[src/rtl/uart_pkg.sv]
// Definitions shared by the UART transmitter and receiver: frame geometry,
// line levels, controller state encodings and the parity helper.
package uart_pkg;

  localparam int FRAME_BITS = 11;
  localparam int DATA_BITS  = 8;

  localparam logic START_LVL = 1'b0;
  localparam logic STOP_LVL  = 1'b1;
  localparam logic IDLE_LVL  = 1'b1;

  typedef enum logic [1:0] {
    IDLE  = 2'd0,
    LOAD  = 2'd1,
    TRANS = 2'd2,
    HOLD  = 2'd3
  } ctrl_state_t;

  // Returns the parity bit that makes the data byte plus parity even (or odd).
  function automatic logic frame_parity(input logic [DATA_BITS-1:0] data,
                                        input logic                 odd);
    return odd ? ~^data : ^data;
  endfunction

endpackage

[src/rtl/uart_baud_gen.sv]
// Bit-period tick generator: while enabled, pulses tick for one cycle every
// DIVISOR cycles; dropping enable clears the count so the period restarts.
module uart_baud_gen #(
  parameter int DIVISOR = 4
) (
  input  logic clk,
  input  logic reset,
  input  logic enable,
  output logic tick
);

  localparam int CW = (DIVISOR > 1) ? $clog2(DIVISOR) : 1;
  localparam logic [CW-1:0] LAST     = CW'(DIVISOR - 1);
  localparam logic [CW-1:0] PRE_LAST = CW'(DIVISOR - 2);

  logic [CW-1:0] count;

  // tick is registered so that it is high exactly while count sits at LAST.
  always_ff @(posedge clk) begin
    if (!reset || !enable) begin
      count <= '0;
      tick  <= 1'b0;
    end else begin
      if (count == LAST) begin
        count <= '0;
      end else begin
        count <= count + CW'(1);
      end
      tick <= (count == PRE_LAST);
    end
  end

endmodule

[src/rtl/uart_tx_datapath.sv]
// UART transmit datapath: frame shift register, parity and bit counter,
// paced by the baud generator and driven by the controller's strobes.
module uart_tx_datapath
  import uart_pkg::*;
#(
  parameter int CLK_FREQ   = 50000000,
  parameter int BAUD       = 9600,
  parameter int PARITY_ODD = 0
) (
  input  logic       clk,
  input  logic       reset,
  input  logic       load,
  input  logic       baud_enable,
  input  logic [7:0] data_in,
  output logic       tx,
  output logic [3:0] bit_counter,
  output logic       baud_tick
);

  localparam int DIVISOR = CLK_FREQ / BAUD;
  localparam logic [3:0] LAST_COUNT = 4'(FRAME_BITS);

  logic [FRAME_BITS-1:0] shift_reg;
  logic                  gen_enable;

  // A load restarts the bit period, so it holds the generator cleared.
  assign gen_enable = baud_enable & ~load;

  uart_baud_gen #(
    .DIVISOR(DIVISOR)
  ) u_baud_gen (
    .clk   (clk),
    .reset (reset),
    .enable(gen_enable),
    .tick  (baud_tick)
  );

  // Shifting stops once all frame bits are out; the register is all ones by then.
  always_ff @(posedge clk) begin
    if (!reset) begin
      shift_reg   <= {FRAME_BITS{IDLE_LVL}};
      bit_counter <= 4'd0;
    end else if (load) begin
      shift_reg   <= {STOP_LVL, frame_parity(data_in, PARITY_ODD != 0),
                      data_in, START_LVL};
      bit_counter <= 4'd0;
    end else if (baud_enable && baud_tick && (bit_counter != LAST_COUNT)) begin
      shift_reg   <= {IDLE_LVL, shift_reg[FRAME_BITS-1:1]};
      bit_counter <= bit_counter + 4'd1;
    end
  end

  assign tx = shift_reg[0];

endmodule

[config.mk]
export PLATFORM = sky130hd
export DESIGN_NAME = uart_tx_datapath
export DESIGN_NICKNAME = d
export VERILOG_FILES = /design/src/rtl/uart_pkg.sv /design/src/rtl/uart_baud_gen.sv /design/src/rtl/uart_tx_datapath.sv
export SDC_FILE = /design/constraint.sdc
export NUM_CORES = 1
export LEC_CHECK = 0
export BUFFER_PORTS_ARGS = -buffer_cell sky130_fd_sc_hd__clkbuf_2
export CAP_MARGIN = 0
export CORE_ASPECT_RATIO = 0.75
export CORE_MARGIN = 5
export CORE_UTILIZATION = 42
export CTS_CLUSTER_DIAMETER = 200
export DETAILED_ROUTE_END_ITERATION = 10
export PLACE_DENSITY = 0.67
export SETUP_SLACK_MARGIN = 0.05
export SYNTH_ARGS = -nofsm -noshare
export SYNTH_HDL_FRONTEND = slang
export SYNTH_SLANG_ARGS = --single-unit
[constraint.sdc]
create_clock -name clk -period 3.8 [get_ports clk]
set_clock_uncertainty 0.2 [all_clocks]
set_input_delay 0.57 -clock clk [delete_from_list [all_inputs] [get_ports clk]]
set_output_delay 0.57 -clock clk [all_outputs]
set_load 0.005 [all_outputs]
==> results of run 1 <==
## through the flow
step                      std cells  worst slack, ns  instance area [um2]  utilization  hold WS (ns)
after floorplan                 149             2.12                 1390            -         0.241
after global placement          200             1.75                 1490        0.459         0.261
after detailed placement        200             1.67                 1490        0.459         0.277
after CTS                       204             1.80                 1540        0.476         0.297
after global routing            204             1.64                 1540        0.476         0.348
final                           204             1.80                 1540        0.476         0.291
## logic make-up (layout without fill, tap and decap cells)
family | Yosys count | after routing | share of synthesized area
AOI/OAI and AO/OA | 19 | 19 | 0.0965
muxes | 2 | 2 | 0.0144
DFF | 28 | 28 | 0.404
buffers and inverters | 11 | 26 | 0.0379
xor gates and xnor gates | 21 | 21 | 0.133
and+or+nand+nor | 65 | 65 | 0.288
adders and majority gates | 3 | 3 | 0.0271
## final timing paths
| kind | slack [ns] | endpoint | startpoint |
|---|---|---|---|
| min reg2reg | 0.29 | u_baud_gen.count[0] | u_baud_gen.count[0] |
| min | 0.29 | u_baud_gen.count[0] | u_baud_gen.count[0] |
| max | 1.80 | shift_reg[3] | bit_counter[0] |
| max reg2reg | 1.80 | shift_reg[3] | bit_counter[0] |
## synthesized netlist by cell type (2+ instances only)
cell type,number,area [um2]
sky130_fd_sc_hd__a221oi_1,8,70.1
sky130_fd_sc_hd__and3_1,9,56.3
sky130_fd_sc_hd__clkbuf_1,4,15.0
sky130_fd_sc_hd__dfxtp_1,28,561
sky130_fd_sc_hd__ha_1,3,37.5
sky130_fd_sc_hd__inv_1,5,18.8
sky130_fd_sc_hd__mux2i_1,2,20.0
sky130_fd_sc_hd__nand2_1,4,15.0
sky130_fd_sc_hd__nand3_1,7,35.0
sky130_fd_sc_hd__nand4_1,2,12.5
sky130_fd_sc_hd__nor2_1,21,78.8
sky130_fd_sc_hd__nor2_2,2,12.5
sky130_fd_sc_hd__nor2b_1,9,56.3
sky130_fd_sc_hd__nor3_1,2,10.0
sky130_fd_sc_hd__nor4_4,2,42.5
sky130_fd_sc_hd__o21ai_0,9,45.0
sky130_fd_sc_hd__xnor2_1,16,140
sky130_fd_sc_hd__xor2_1,5,43.8
## critical path, cell delays in order, from the launching register on
cell                       delay, ns
sky130_fd_sc_hd__dfxtp_1        0.36
sky130_fd_sc_hd__ha_1           0.23
sky130_fd_sc_hd__nand3b_2       0.22
sky130_fd_sc_hd__nand2_1        0.33
sky130_fd_sc_hd__a221oi_1       0.40
sky130_fd_sc_hd__o21ai_0        0.14
## layout make-up
| cell class | count | area share |
|---|---|---|
| clock buffers | 4 | 0.0357 |
| inverters | 5 | 0.0122 |
| multi-input cells | 110 | 0.502 |
| flip-flops and latches | 28 | 0.363 |
| well taps | 40 | 0.0324 |
| repair buffers | 17 | 0.0551 |
## per-layer routing
| metal | vias up | track usage |
|---|---|---|
| li1 | 551 | - |
| met1 | 480 | 0.168 |
| met2 | 27 | 0.204 |
| met3 | 4 | 0.0331 |
| met4 | 0 | 0.0374 |
| met5 | - | 0 |
## power groups by stage
stage	Combinational, mW	Sequential (mW)	Clock, mW
final	0.0411	0.305	0.179
after detailed placement	0.0413	0.312	0
after CTS	0.0416	0.305	0.185
after global routing	0.0475	0.306	0.196
after global placement	0.0401	0.312	0
after floorplan	0.0297	0.311	0
==> flow_summary.rst, run 1 <==
.. list-table::
   :header-rows: 1

   * - Metric
     - Value
   * - Outcome
     - finished clean
   * - Final-stage net count
     - 180
   * - Relative contribution of sequential cells to total power
     - 0.581
   * - Largest register FFs
     - 13
   * - Commonest non-fill, non-tap cell in the layout
     - sky130_fd_sc_hd__dfxtp_1
   * - Total gr overflow
     - 0
   * - Average wire length per cell after detail routing
     - 12.7 um
   * - Yosys reg bits
     - 28
   * - Post-CTS setup buffers
     - 0
   * - Slew of the pin with the lowest slew margin
     - 0.601 ns
   * - Worst-path fanout max
     - 12
   * - Via density per instance
     - 5.21
   * - Share of the yosys chip area belonging to registers
     - 0.404
   * - Final weighted congestion in routability-driven placement
     - 0.773
   * - Power density relative to cell area
     - 340 nW/um2
   * - Warning count from the yosys run
     - 0
   * - Hold buffer count at cts
     - 0
   * - Mean instance size in the synthesized netlist
     - 9.31 um2
   * - Number of sinks driven by the clock tree
     - 28
   * - Count of endpoints failing hold in the final timing report
     - 0
   * - Largest net degree at the start of global routing
     - 22
   * - Clock latency reported for the late side of the worst-skew pair
     - 0.27 ns
   * - Die footprint
     - 4570 um2
   * - Post-synthesis net count
     - 164
   * - Kind of path behind the tightest hold check
     - flop to flop
   * - Fraction of layout instances using a drive strength above 1
     - 0.177
   * - Final number of max-transition violations
     - 0
   * - TritonCTS clock tree
     - done
   * - Share of the cycle needed by the critical path after routing
     - 0.527
   * - Net switching power of the design
     - 112 uW
   * - Area of the core region
     - 3240 um2
   * - Sequential cell area
     - 561 um2
   * - Clock H-tree levels
     - 1
   * - Total routed wirelength
     - 2590 um
   * - Buffer depth of the longest clock path
     - 2
   * - Area added between synthesis and finish
     - 11.3%
   * - Clock slew seen by the registers of the worst setup and hold paths
     - 0.09 ns
   * - Switching share of power
     - 0.212
   * - Max-Slew Margin vs Limit
     - 0.598
   * - Req. time, crit path
     - 3.74 ns
   * - HPWL after DPL
     - 1940 um
   * - Achievable frequency
     - 500 MHz
   * - Cells after synthesis
     - 149
   * - I/O Pins
     - 18
   * - Total number of placement rows
     - 18
   * - Ys flop type
     - sky130_fd_sc_hd__dfxtp_1
   * - Fraction of power consumed by the clock network
     - 0.341
   * - Wire length on met3
     - 119 um
   * - Share of flip-flops with an asynchronous set or reset after synthesis
     - 0
   * - CTS-repair resized insts
     - 0
   * - Max rail drop VDD
     - 0.190 mV
   * - Horizontal die dimension
     - 76.4 um
   * - Overall global routing resource usage
     - 0.126
   * - Global-route wire length before repair
     - 4710 um
   * - Number of filler instances in the final layout
     - 322
   * - Chip height
     - 59.8 um
   * - Number of iterations in the first detailed-routing pass
     - 4
   * - CP Launch Type
     - flop
   * - Static power due to leakage
     - 0.609 nW
   * - Internal cell power
     - 414 uW
   * - EDFF count, synth
     - 0
   * - Clock buffer count from CTS
     - 3
   * - Detailed-route via count
     - 1062
   * - DR WL met2
     - 1170 um
   * - CP Data Arrival Time
     - 1.95 ns
   * - Initial antenna violation count
     - 0
   * - Unique cell type count in the Yosys netlist
     - 29
   * - Worst setup EP type
     - flop
   * - Total of endpoints with negative setup slack in the final report
     - 0
   * - Sum Neg Setup Slack
     - 0 ns
   * - Met1 Routed Length
     - 1280 um
   * - Worst r2r path cells
     - 5
   * - Setup repair after global routing missed its margin
     - no
   * - Post-synthesis instance area
     - 1390 um2
   * - Final min period
     - 2.00 ns
   * - Post-detailed-route DRC marker count
     - 0
   * - MaxCap Viol Count
     - 0
   * - Worst setup path class
     - flop to flop
   * - Combinational Power Share
     - 0.078
   * - IO buf count
     - 17
   * - Top library cells by usage in the layout, fill and taps aside
     - 28 x sky130_fd_sc_hd__dfxtp_1, 21 x sky130_fd_sc_hd__nor2_1, 17 x sky130_fd_sc_hd__clkbuf_2
   * - Detailed router's first-iteration violation count
     - 67
   * - Multi-input logic area
     - 774 um2
   * - Via count of the first global-routing pass
     - 1046
   * - Initial core utilization
     - 0.428
   * - Highest metal used
     - met4
   * - ANT nets after route
     - 0
   * - Ant. Diodes
     - 0
   * - Hold path cells
     - 1
   * - Library cell used as clock root buffer
     - sky130_fd_sc_hd__clkbuf_8
   * - Total power after layout
     - 526 uW
Power figures use the tool's default switching activity.
==> run 2: changes to the inputs <==
--- a/config.mk
+++ b/config.mk
@@ -12,7 +12,7 @@
 export CORE_UTILIZATION = 42
 export CTS_CLUSTER_DIAMETER = 200
 export DETAILED_ROUTE_END_ITERATION = 10
-export PLACE_DENSITY = 0.67
+export PLACE_DENSITY = 0.69
 export SETUP_SLACK_MARGIN = 0.05
 export SYNTH_ARGS = -nofsm -noshare
 export SYNTH_HDL_FRONTEND = slang
==> constraint.sdc (replaced) <==
create_clock -name clk -period 1.8 [get_ports clk]
set_clock_uncertainty 0.2 [all_clocks]
set_input_delay 0.27 -clock clk [delete_from_list [all_inputs] [get_ports clk]]
set_output_delay 0.27 -clock clk [all_outputs]
set_load 0.005 [all_outputs]
==> run 2 against run 1 <==
Effect of this change: setup slack got worse by 1.7 ns; core utilization rose by 2.2 points; cell count is 3.4% higher; sequential share of layout area shrank 1.6 points; largest power group unchanged; hold slack got worse by 0.22 ns; die area is the same.
==> flow_summary.rst, run 2 (same netlist as run 1, synthesis figures left out) <==
.. list-table::
   :header-rows: 1

   * - Metric
     - Value
   * - Multi-input logic area
     - 777 um2 (was 774 um2)
   * - Global-route wire length before repair
     - 4720 um (was 4710 um)
   * - Placed inst area
     - 1540 um2 (was 1490 um2)
   * - Clock buffer count from CTS
     - 3 (unchanged)
   * - Chip height
     - 59.8 um (unchanged)
   * - Max rail drop VDD
     - 0.330 mV (was 0.190 mV)
   * - Final min period
     - 1.68 ns (was 2.00 ns)
   * - Setup repair after global routing missed its margin
     - no (unchanged)
   * - Top cell family by delay on the critical path
     - compound AO/OA/AOI/OAI gates (was simple AND/OR/NAND/NOR gates)
   * - Reg2Reg Setup Slack
     - 0.12 ns (was 1.80 ns)
   * - Top library cells by usage in the layout, fill and taps aside
     - 27 x sky130_fd_sc_hd__dfxtp_1, 21 x sky130_fd_sc_hd__nor2_1, 17 x sky130_fd_sc_hd__clkbuf_2 (was 28 x sky130_fd_sc_hd__dfxtp_1, 21 x sky130_fd_sc_hd__nor2_1, 17 x sky130_fd_sc_hd__clkbuf_2)
   * - Placed Cells
     - 207 (was 200)
   * - CP Launch Type
     - flop (unchanged)
   * - Slew of the pin with the lowest slew margin
     - 0.351 ns (was 0.601 ns)
   * - CP max-delay cell
     - sky130_fd_sc_hd__a221oi_1 (unchanged)
   * - Origin of the worst min-delay path
     - data_in[0] (was u_baud_gen.count[0])
   * - Total gr overflow
     - 0 (unchanged)
   * - Timing startpoint of the critical path
     - bit_counter[1] (was bit_counter[0])
   * - TritonCTS clock tree
     - done (unchanged)
   * - Final weighted congestion in routability-driven placement
     - 0.791 (was 0.773)
   * - Final-stage net count
     - 187 (was 180)
   * - Worst setup path class
     - flop to flop (unchanged)
   * - Achievable frequency
     - 595 MHz (was 500 MHz)
   * - Number of iterations in the first detailed-routing pass
     - 4 (unchanged)
   * - Worst setup EP type
     - flop (unchanged)
   * - Overall global routing resource usage
     - 0.124 (was 0.126)
   * - Clock H-tree levels
     - 1 (unchanged)
   * - Hold buffer count at cts
     - 0 (unchanged)
   * - I/O Pins
     - 18 (unchanged)
   * - Worst-path fanout max
     - 11 (was 12)
   * - Total of endpoints with negative setup slack in the final report
     - 0 (unchanged)
   * - Outcome
     - finished clean (unchanged)
   * - Critical Path Max Stage Delay
     - 0.36 ns (was 0.40 ns)
   * - Worst slack on hold paths
     - 0.0756 ns (was 0.291 ns)
   * - Clock slew seen by the registers of the worst setup and hold paths
     - 0.10 ns (was 0.09 ns)
   * - Area added between synthesis and finish
     - 16.5% (was 11.3%)
   * - Horizontal die dimension
     - 76.4 um (unchanged)
   * - Final instance area
     - 1620 um2 (was 1540 um2)
   * - Max-Slew Margin vs Limit
     - 0.766 (was 0.598)
   * - Hold path cells
     - 3 (was 1)
   * - Worst r2r path cells
     - 5 (unchanged)
   * - Clock latency reported for the late side of the worst-skew pair
     - 0.27 ns (about the same)
   * - Sequential cell area
     - 562 um2 (was 561 um2)
   * - Req. time, crit path
     - 1.76 ns (was 3.74 ns)
   * - Detailed-route via count
     - 1112 (was 1062)
   * - Capture instance of the worst register-to-register path
     - shift_reg[8] (was shift_reg[3])
   * - CP Data Arrival Time
     - 1.64 ns (was 1.95 ns)
   * - Commonest non-fill, non-tap cell in the layout
     - sky130_fd_sc_hd__dfxtp_1 (unchanged)
   * - Buffer depth of the longest clock path
     - 2 (unchanged)
   * - Post-detailed-route DRC marker count
     - 0 (unchanged)
   * - Area of the core region
     - 3240 um2 (unchanged)
   * - Ant. Diodes
     - 0 (unchanged)
   * - Total number of placement rows
     - 18 (unchanged)
   * - Initial antenna violation count
     - 0 (unchanged)
   * - Via count of the first global-routing pass
     - 1048 (was 1046)
   * - Static power due to leakage
     - 0.651 nW (was 0.609 nW)
   * - Die footprint
     - 4570 um2 (unchanged)
   * - Power density relative to cell area
     - 760 nW/um2 (was 340 nW/um2)
   * - Buffers and inverters on the worst path
     - 0 (unchanged)
   * - Via density per instance
     - 5.27 (was 5.21)
   * - Share of the cycle needed by the critical path after routing
     - 0.933 (was 0.527)
   * - IO buf count
     - 17 (unchanged)
   * - HPWL after DPL
     - 2050 um (was 1940 um)
   * - Largest net degree at the start of global routing
     - 22 (unchanged)
   * - Number of sinks driven by the clock tree
     - 28 (unchanged)
   * - Initial core utilization
     - 0.428 (unchanged)
   * - MaxCap Viol Count
     - 0 (unchanged)
   * - Number of filler instances in the final layout
     - 315 (was 322)
   * - Final number of max-transition violations
     - 0 (unchanged)
   * - Total routed wirelength
     - 2800 um (was 2590 um)
   * - Fraction of layout instances using a drive strength above 1
     - 0.222 (was 0.177)
   * - ANT nets after route
     - 0 (unchanged)
   * - Final standard cell count with taps included and fillers excluded
     - 211 (was 204)
   * - Launching point of the worst reg2reg path
     - bit_counter[1] (was bit_counter[0])
   * - Largest register FFs
     - 13 (unchanged)
   * - Count of endpoints failing hold in the final timing report
     - 0 (unchanged)
   * - Detailed router's first-iteration violation count
     - 128 (was 67)
   * - Crit-path cells
     - ha_1 -> nand3b_2 -> nand2_2 -> a221oi_1 -> o21ai_0 (was ha_1 -> nand3b_2 -> nand2_1 -> a221oi_1 -> o21ai_0)
   * - Library cell used as clock root buffer
     - sky130_fd_sc_hd__clkbuf_8 (unchanged)
   * - Endpoint, Worst Hold
     - shift_reg[1] (was u_baud_gen.count[0])
   * - Sum Neg Setup Slack
     - 0 ns (unchanged)
   * - Average wire length per cell after detail routing
     - 13.3 um (was 12.7 um)
   * - Kind of path behind the tightest hold check
     - input pin to flop (was flop to flop)
run 2: repair_timing:
action,CTS,global route
setup buffers,0,0
setup endpoints to repair,1,13
gates cloned,0,0
pin swaps,0,0
hold endpoints to repair,0,0
gates resized for setup,1,1
run 2: metal layers:
layer  track usage  vias to the layer above  routed length [um]
met4        0.0524                        0                  24
met1         0.167                      526                1440
li1              -                      560                   -
met3        0.0166                        2                  88
met2         0.204                       24                1250
met5             0                        -                   0
run 2: metrics by stage:
step	worst slack [ns]	power, mW	utilization
floorplan	0.121	0.719	-
global placement	0.147	0.746	0.475
detailed placement	0.0456	0.749	0.475
CTS	0.157	1.23	0.498
global route	0.0398	1.28	0.498
finish	0.121	1.23	0.498
run 2: final cells by class:
class                           instances  share of cell area
Tap cell                               40              0.0310
Timing Repair Buffer                   24              0.0851
Inverter                                5              0.0116
Clock inverter                          1              0.0186
Multi-Input combinational cell        110               0.481
Sequential cell                        28               0.348
Clock buffer                            3              0.0255
run 2: worst max path at each step:
stage	to	slack (ns)	cells past startpoint
after floorplan	shift_reg[1]	0.12	6
after global placement	shift_reg[2]	0.15	5
after detailed placement	shift_reg[8]	0.05	5
after CTS	shift_reg[8]	0.16	5
after global routing	bit_counter[1]	0.04	6
final	shift_reg[8]	0.12	5
run 2: worst reg2reg max path: stages, from the launching register on:
cell,delay (ns)
sky130_fd_sc_hd__dfxtp_1,0.35
sky130_fd_sc_hd__ha_1,0.23
sky130_fd_sc_hd__nand3b_2,0.12
sky130_fd_sc_hd__nand2_2,0.17
sky130_fd_sc_hd__a221oi_1,0.36
sky130_fd_sc_hd__o21ai_0,0.14
run 2: where the power goes:
group | switching, mW | leakage [nW] | internal [mW]
clock | 0.195 | 0.0357 | 0.298
combinational | 0.0457 | 0.387 | 0.0453
sequential | 0.00885 | 0.229 | 0.636
==> run 3: changes to the inputs <==
--- a/config.mk
+++ b/config.mk
@@ -9,10 +9,10 @@
 export CAP_MARGIN = 0
 export CORE_ASPECT_RATIO = 0.75
 export CORE_MARGIN = 5
-export CORE_UTILIZATION = 42
+export CORE_UTILIZATION = 25
 export CTS_CLUSTER_DIAMETER = 200
 export DETAILED_ROUTE_END_ITERATION = 10
-export PLACE_DENSITY = 0.69
+export PLACE_DENSITY = 0.48
 export SETUP_SLACK_MARGIN = 0.05
 export SYNTH_ARGS = -nofsm -noshare
 export SYNTH_HDL_FRONTEND = slang
==> run 3 against run 2 <==
Effect of this change: count of clock-buffer cells in the layout did not move; global-route usage fell by 4.1 points; cell count rose by 18%; flip-flop and latch count did not move; highest routed layer unchanged.
==> flow_summary.rst, run 3 (same netlist as run 1, synthesis figures left out) <==
.. list-table::
   :header-rows: 1

   * - Metric
     - Value
   * - Final instance area
     - 1690 um2 (was 1620 um2)
   * - Total gr overflow
     - 0 (unchanged)
   * - Final number of max-transition violations
     - 0 (unchanged)
   * - Library cell used as clock root buffer
     - sky130_fd_sc_hd__clkbuf_8 (unchanged)
   * - Top library cells by usage in the layout, fill and taps aside
     - 28 x sky130_fd_sc_hd__dfxtp_1, 21 x sky130_fd_sc_hd__nor2_1, 17 x sky130_fd_sc_hd__clkbuf_2 (was 27 x sky130_fd_sc_hd__dfxtp_1, 21 x sky130_fd_sc_hd__nor2_1, 17 x sky130_fd_sc_hd__clkbuf_2)
   * - Fraction of layout instances using a drive strength above 1
     - 0.236 (was 0.222)
   * - Highest metal used
     - met4 (unchanged)
   * - Worst-path fanout max
     - 13 (was 11)
   * - Max rail drop VDD
     - 0.293 mV (was 0.330 mV)
   * - MaxCap Viol Count
     - 0 (unchanged)
   * - Initial core utilization
     - 0.259 (was 0.428)
   * - Number of sinks driven by the clock tree
     - 28 (unchanged)
   * - CP Data Arrival Time
     - 1.55 ns (was 1.64 ns)
   * - Number of iterations in the first detailed-routing pass
     - 4 (unchanged)
   * - HPWL after DPL
     - 2050 um (about the same)
   * - IO buf count
     - 17 (unchanged)
   * - Capture instance of the worst register-to-register path
     - u_baud_gen.count[2] (was shift_reg[8])
   * - Via density per instance
     - 4.22 (was 5.27)
   * - Initial antenna violation count
     - 0 (unchanged)
   * - Sequential cell area
     - 561 um2 (was 562 um2)
   * - ANT nets after route
     - 0 (unchanged)
   * - Post-CTS setup buffers
     - 0 (unchanged)
   * - Hold path cells
     - 3 (unchanged)
   * - Worst r2r path cells
     - 5 (unchanged)
   * - Via count of the first global-routing pass
     - 1021 (was 1048)
   * - Horizontal die dimension
     - 96.0 um (was 76.4 um)
   * - Outcome
     - finished clean (unchanged)
   * - Worst slack on hold paths
     - 0.0789 ns (was 0.0756 ns)
   * - Total number of placement rows
     - 23 (was 18)
   * - Final standard cell count with taps included and fillers excluded
     - 249 (was 211)
   * - Pre-CTS worst setup slack
     - 0.116 ns (was 0.0456 ns)
   * - Final weighted congestion in routability-driven placement
     - 0.721 (was 0.791)
   * - I/O Pins
     - 18 (unchanged)
   * - Buffer depth of the longest clock path
     - 2 (unchanged)
   * - Worst setup path class
     - flop to flop (unchanged)
   * - Clock slew seen by the registers of the worst setup and hold paths
     - 0.10 ns (about the same)
   * - Sum Neg Setup Slack
     - 0 ns (unchanged)
   * - Placed Cells
     - 245 (was 207)
   * - Commonest non-fill, non-tap cell in the layout
     - sky130_fd_sc_hd__dfxtp_1 (unchanged)
   * - Clock latency reported for the late side of the worst-skew pair
     - 0.28 ns (was 0.27 ns)
   * - Clock buffer count from CTS
     - 3 (unchanged)
   * - Req. time, crit path
     - 1.77 ns (was 1.76 ns)
   * - Largest register FFs
     - 13 (unchanged)
   * - Overall global routing resource usage
     - 0.0839 (was 0.124)
   * - Origin of the worst min-delay path
     - data_in[0] (unchanged)
   * - Number of filler instances in the final layout
     - 594 (was 315)
   * - Final-stage net count
     - 190 (was 187)
   * - CTS-repair resized insts
     - 0 (was 1)
   * - Share of the cycle needed by the critical path after routing
     - 0.877 (was 0.933)
   * - Hold buffer count at cts
     - 0 (unchanged)
   * - Crit-path cells
     - nor4bb_2 -> nand4_1 -> o211ai_2 -> buf_4 -> nor2_1 (was ha_1 -> nand3b_2 -> nand2_2 -> a221oi_1 -> o21ai_0)
   * - Met1 Routed Length
     - 1540 um (was 1440 um)
   * - Area of the core region
     - 5350 um2 (was 3240 um2)
   * - Kind of path behind the tightest hold check
     - input pin to flop (unchanged)
   * - Average wire length per cell after detail routing
     - 11.0 um (was 13.3 um)
   * - Slew of the pin with the lowest slew margin
     - 0.279 ns (was 0.351 ns)
   * - Wire length on met3
     - 115 um (was 88 um)
   * - Total of endpoints with negative setup slack in the final report
     - 0 (unchanged)
   * - Total routed wirelength
     - 2750 um (was 2800 um)
   * - Static power due to leakage
     - 0.667 nW (was 0.651 nW)
   * - Min setup slack post-route
     - 0.221 ns (was 0.121 ns)
   * - Critical Path Max Stage Delay
     - 0.37 ns (was 0.36 ns)
   * - CP Launch Type
     - flop (unchanged)
   * - Setup repair after global routing missed its margin
     - yes (was no)
   * - Detailed router's first-iteration violation count
     - 45 (was 128)
   * - Reg2Reg Setup Slack
     - 0.22 ns (was 0.12 ns)
   * - Ant. Diodes
     - 0 (unchanged)
   * - DR WL met2
     - 1070 um (was 1250 um)
   * - Chip height
     - 74.5 um (was 59.8 um)
   * - Global-route wire length before repair
     - 4770 um (was 4720 um)
   * - Endpoint, Worst Hold
     - shift_reg[1] (unchanged)
   * - Clock H-tree levels
     - 1 (unchanged)
   * - Count of endpoints failing hold in the final timing report
     - 0 (unchanged)
   * - Worst setup EP type
     - flop (unchanged)
   * - TritonCTS clock tree
     - done (unchanged)
   * - Area added between synthesis and finish
     - 21.6% (was 16.5%)
   * - Die footprint
     - 7160 um2 (was 4570 um2)
   * - Power density relative to cell area
     - 731 nW/um2 (was 760 nW/um2)
   * - Post-detailed-route DRC marker count
     - 0 (unchanged)
   * - Placed inst area
     - 1610 um2 (was 1540 um2)
   * - Launching point of the worst reg2reg path
     - u_baud_gen.count[12] (was bit_counter[1])
   * - Multi-input logic area
     - 783 um2 (was 777 um2)
   * - Final min period
     - 1.58 ns (was 1.68 ns)
   * - Achievable frequency
     - 633 MHz (was 595 MHz)
   * - CP max-delay cell
     - sky130_fd_sc_hd__dfxtp_1 (was sky130_fd_sc_hd__a221oi_1)
   * - Largest net degree at the start of global routing
     - 17 (was 22)
   * - Detailed-route via count
     - 1051 (was 1112)
   * - Max-Slew Margin vs Limit
     - 0.813 (was 0.766)
-- run 3: changes by cell type in the layout (fill, tap and decap cells not counted), sizes merged --
cell / delta
buf: +3
-- run 3: critical path: cells and delay by family, from the launching register on --
kind / cells / cell delay [ns]
buffers and inverters: 1 / 0.22
DFF: 1 / 0.37
AOI/OAI and AO/OA: 1 / 0.16
and+or+nand+nor: 3 / 0.53
-- run 3: cell type report --
type,instances,share of cell area
multi-input combinational,110,0.464
clock inverter,1,0.0178
tap,75,0.0556
sequential,28,0.332
clock buffer,3,0.0245
inverter,5,0.0111
timing repair buffer,27,0.0949
-- run 3: worst max path at each step --
stage	start	end	slack (ns)	cells past startpoint
floorplan	bit_counter[0]	shift_reg[1]	0.12	6
global placement	bit_counter[0]	shift_reg[5]	0.12	5
detailed placement	bit_counter[0]	shift_reg[1]	0.12	5
CTS	bit_counter[0]	shift_reg[1]	0.1	5
global route	bit_counter[0]	shift_reg[3]	0.04	5
finish	u_baud_gen.count[12]	u_baud_gen.count[2]	0.22	5
-- run 3: through the flow --
stage                     power, mW   util
after global routing           1.29  0.315
final                          1.23  0.315
after detailed placement      0.752  0.300
after global placement        0.752  0.300
after floorplan               0.719      -
after CTS                      1.26  0.314
-- run 3: per-layer routing --
metal,vias up,global-route usage
met5,-,0
met3,2,0.0212
met4,0,0.0331
li1,562,-
met1,470,0.125
met2,17,0.113
-- run 3: where the power goes --
| group | internal (mW) | total [mW] | switching (mW) |
|---|---|---|---|
| logic | 0.0468 | 0.0923 | 0.0455 |
| registers | 0.636 | 0.644 | 0.00816 |
| clock network | 0.298 | 0.499 | 0.201 |
| total | 0.980 | 1.23 | 0.254 |
